File: config.mk
export PLATFORM = sky130hd
export DESIGN_NAME = uart_tx
export DESIGN_NICKNAME = d
export VERILOG_FILES = /design/src/rtl/uart_tx.sv
export SDC_FILE = /design/constraint.sdc
export NUM_CORES = 1
export LEC_CHECK = 0
export ABC_AREA = 1
export BUFFER_PORTS_ARGS = -buffer_cell sky130_fd_sc_hd__clkbuf_2
export CORE_MARGIN = 2
export CORE_UTILIZATION = 35
export CTS_CLUSTER_DIAMETER = 100
export DETAILED_ROUTE_END_ITERATION = 10
export GPL_TIMING_DRIVEN = 0
export SYNTH_ARGS = -nofsm -noshare
export SYNTH_HDL_FRONTEND = slang
export SYNTH_SLANG_ARGS = --single-unit
File: constraint.sdc
create_clock -name CLK -period 2.4 [get_ports CLK]
set_clock_uncertainty 0.15 [all_clocks]
set_input_delay 0.6 -clock CLK [delete_from_list [all_inputs] [get_ports CLK]]
set_output_delay 0.6 -clock CLK [all_outputs]
set_load 0.03 [all_outputs]
File: src/rtl/uart_tx.sv
// UART transmitter: start bit, LSB-first data, optional parity, one stop bit.
// One line bit per CLK cycle. TX_OUT and busy come straight from flops, so the
// line cannot glitch. They follow the FSM state one edge later.
module uart_tx #(
    parameter int DATA_WIDTH = 8
) (
    input  logic                  CLK,
    input  logic                  RST,
    input  logic [DATA_WIDTH-1:0] P_DATA,
    input  logic                  DATA_VALID,
    input  logic                  PAR_EN,
    input  logic                  PAR_TYP,
    output logic                  TX_OUT,
    output logic                  busy
);

    localparam int CNT_W = (DATA_WIDTH > 1) ? $clog2(DATA_WIDTH) : 1;
    localparam logic [CNT_W-1:0] LAST_BIT = CNT_W'(DATA_WIDTH - 1);

    typedef enum logic [2:0] {
        IDLE   = 3'd0,
        START  = 3'd1,
        DATA   = 3'd2,
        PARITY = 3'd3,
        STOP   = 3'd4
    } state_t;

    state_t                  state_reg, state_next;
    logic [CNT_W-1:0]        bit_cnt_reg, bit_cnt_next;
    logic [DATA_WIDTH-1:0]   data_reg;
    logic                    par_en_reg;
    logic                    par_bit_reg;
    logic                    armed_reg;
    logic                    tx_reg, tx_next;
    logic                    busy_reg, busy_next;
    logic                    accept;

    // armed_reg blocks an accept on the first edge after reset release.
    assign accept = (state_reg == IDLE) && DATA_VALID && armed_reg;

    // State register and bit counter
    always_ff @(posedge CLK or negedge RST) begin
        if (!RST) begin
            state_reg   <= IDLE;
            bit_cnt_reg <= '0;
        end else begin
            state_reg   <= state_next;
            bit_cnt_reg <= bit_cnt_next;
        end
    end

    // Next-state logic; the counter only advances while shifting data
    always_comb begin
        state_next   = IDLE;
        bit_cnt_next = '0;
        case (state_reg)
            IDLE:   state_next = accept ? START : IDLE;
            START:  state_next = DATA;
            DATA: begin
                if (bit_cnt_reg == LAST_BIT) begin
                    bit_cnt_next = '0;
                    state_next   = par_en_reg ? PARITY : STOP;
                end else begin
                    bit_cnt_next = bit_cnt_reg + CNT_W'(1);
                    state_next   = DATA;
                end
            end
            PARITY: state_next = STOP;
            STOP:   state_next = IDLE;
            default: begin
                state_next   = IDLE;
                bit_cnt_next = '0;
            end
        endcase
    end

    // Shadow copy of the request, captured only on accept.
    // The parity bit is also precomputed here.
    always_ff @(posedge CLK or negedge RST) begin
        if (!RST) begin
            data_reg    <= '0;
            par_en_reg  <= 1'b0;
            par_bit_reg <= 1'b0;
        end else if (accept) begin
            data_reg    <= P_DATA;
            par_en_reg  <= PAR_EN;
            par_bit_reg <= PAR_TYP ? ~^P_DATA : ^P_DATA;
        end
    end

    // Arms the accept path once RST has been high for one edge
    always_ff @(posedge CLK or negedge RST) begin
        if (!RST) begin
            armed_reg <= 1'b0;
        end else begin
            armed_reg <= 1'b1;
        end
    end

    // Output mux: line level and busy flag for the current state
    always_comb begin
        tx_next   = 1'b1;
        busy_next = 1'b0;
        case (state_reg)
            IDLE: begin
                tx_next   = 1'b1;
                busy_next = 1'b0;
            end
            START: begin
                tx_next   = 1'b0;
                busy_next = 1'b1;
            end
            DATA: begin
                tx_next   = data_reg[bit_cnt_reg];
                busy_next = 1'b1;
            end
            PARITY: begin
                tx_next   = par_bit_reg;
                busy_next = 1'b1;
            end
            STOP: begin
                tx_next   = 1'b1;
                busy_next = 1'b1;
            end
            default: begin
                tx_next   = 1'b1;
                busy_next = 1'b0;
            end
        endcase
    end

    // Registered outputs; reset drives the line high without a clock
    always_ff @(posedge CLK or negedge RST) begin
        if (!RST) begin
            tx_reg   <= 1'b1;
            busy_reg <= 1'b0;
        end else begin
            tx_reg   <= tx_next;
            busy_reg <= busy_next;
        end
    end

    assign TX_OUT = tx_reg;
    assign busy   = busy_reg;

endmodule

==> metrics.yaml <==
rows: 19
endpoint_kind: "output port"
r2r-start: "bit_cnt_reg[0]"
core_um2: 2686
grt_pass1_vias: 784
place_hpwl_um: 1407
vias_per_cell: 4.716
pin_count: 15
drv_cap: 0
synthTopCellsByArea: "dfrtp_1, nand2_1, inv_1, o21ai_2, nor2_1"
avgSynthCellArea_um2: 8.081
route.met2.wl_um: 904
area_growth_pct: 13.94
power_leakage_nw: 0.6080
slew_viol_final: 0
clkTransAtPathRegs_ns: 0.11
clock_latency_ns: 0.30
worst-path-stages: 1
grt_max_degree: 20
cts_tree: "built"
placed_area_um2: 1079
drt_pass1_iterations: 4
critPathMaxFanout: 1
setup_viol: 0
wirelength_met1_um: 730
cts_max_path_buffers: 2
total_power_w: 0.001102
wire_per_inst_um: 10.11
hold_viol: 0
yosys_warnings: 0
insertedDiodeCount: 0
holdCritPathClass: "in2async"
top_layer: "met4"
critPathTopFamily: "flip-flops"
irDropWorstVdd_mv: 0.4370
syn_inst: 120
largest_reg_flops: 8
yosysTopAreaCell: "dfrtp_1"
setup.worst_path.class: "reg2out"
final_nets: 154
cp.required_ns: 1.65
worstPathCellList: "clkbuf_2"
synth_most_common_cell: "nand2_1"
fin_crit_ns: 1.767
grt_first_pass_wirelength_um: 3187
cellPowerDensity_nw_per_um2: 997.8
stdcell_area_um2: 1105
worst-path-buf-inv: 1
ys.flop_type: "dfrtp_1"
critical_path.startpoint_type: "flop"
die_height_um: 56.64
clockRootBuffer: "clkbuf_4"
period_share: 0.7363
fmax_mhz: 565.9
drive_above_1_share: 0.1957
status: "finished, final reports clean"
cts_setup_buffers: 0
fin_cells: 169
r2r_slack_ns: 0.93
seq_area_frac_synth: 0.4916
cts_resized: 0
crit_slowest_cell: "dfstp_2"
cp.arrival_ns: 1.02
syn-cell-area_um2: 969.7
dieArea_um2: 3208
r2r_cells: 5
synthDistinctLibCells: 20
antenna_found_initial: 0
grt_util_all_layers: 0.1272
async_reset_ff_frac: 1.000
drc: 0
start_util: 0.3610
clkSinkCount: 19
drt-total-wl_um: 1708
synth_top_area_frac: 0.4645
ant_nets: 0
port_buffers: 14
yosys-top-cells-count: "nand2_1, dfrtp_1, inv_1, nor2_1, o21ai_0"
setup_tns_ns: 0
wl_met3_um: 36
die_width_um: 56.64
vias: 797
numPlacedInstances: 165
gp_congestion: 0.7144
r2r_end: "state_reg[1]"
synthesis.nets: 135
htreeDepth: 1
grt.overflow.total: 0
synth_edf_count: 0
max_stage_delay_ns: 0.53
rsz0062_at_grt: "false"
ctsHoldBuffers: 0
drt_iter0_markers: 14
cts_inserted_buffers: 3
ys_ff_latch: 19
[per-stage QoR]
stage | utilization | hold slack, ns | worst slack (ns)
after detailed placement | 0.4015 | 0.3058 | 0.7871
after floorplan | - | 0.1544 | 1.020
after global placement | 0.4015 | 0.2990 | 0.8358
after CTS | 0.4113 | 0.09195 | 0.6179
final | 0.4113 | 0.07799 | 0.6330
after global routing | 0.4113 | 0.09651 | 0.5957
[cell usage in the layout (no fill, tap or decap), drive strengths merged]
master and instances:
dfrtp 18, nand3b 1, mux2i 1, o211ai 1, nor3 2, nor2 12, xor2 1, clkbuf 18
nand3 4, o21ai 13, nand4 1, a21oi 1, nand2 43, conb 1, dfstp 1, inv 16
ha 2, buf 1, a31oi 1
[worst max path at each step]
stage          startpoint     endpoint
2_1_floorplan   P_DATA[0]  par_bit_reg
3_3_place_gp    P_DATA[0]  par_bit_reg
3_5_place_dp    P_DATA[0]  par_bit_reg
4_1_cts            TX_OUT       TX_OUT
5_1_grt            TX_OUT       TX_OUT
6_report           TX_OUT       TX_OUT
[cells by family after synthesis]
kind of cell    count (synthesis)  share of synthesized area
fa+ha+maj                       2                    0.02580
other cells                     1                   0.003867
compound gates                 16                     0.1097
buf+inv                        17                    0.07355
flops                          19                     0.4916
xor+xnor                        1                   0.009034
simple gates                   63                     0.2761
mux                             1                    0.01032
[worst reg2reg max path: stages, from the launching register on]
cell and delay (ns):
dfrtp_1 0.48, ha_1 0.24, ha_1 0.22, a21oi_1 0.19, nor2_1 0.06, nor2_1 0.08
[routing by layer]
layer / vias up / GRT usage
li1: 409 / -
met1: 373 / 0.1525
met2: 11 / 0.2193
met3: 4 / 0.006912
met4: 0 / 0.08163
met5: - / 0
[power breakdown]
group / switching (W) / internal [W] / leakage [nW]
clock: 0.0000961 / 0.0000647 / 0.0150
sequential: 0.0000897 / 0.000457 / 0.237
combinational: 0.000241 / 0.000154 / 0.356
total: 0.000427 / 0.000676 / 0.608
[cell type report]
cell class / count / area (um^2)
flip-flops and latches: 19 / 476.7
clock buffers: 4 / 26.28
fillers: 295 / 1582
plain buffers: 1 / 11.26
repair buffers: 14 / 70.07
well taps: 31 / 38.79
multi-input cells: 84 / 421.7
inverters: 16 / 60.06
Note: power is estimated with default switching activity, not from simulation.
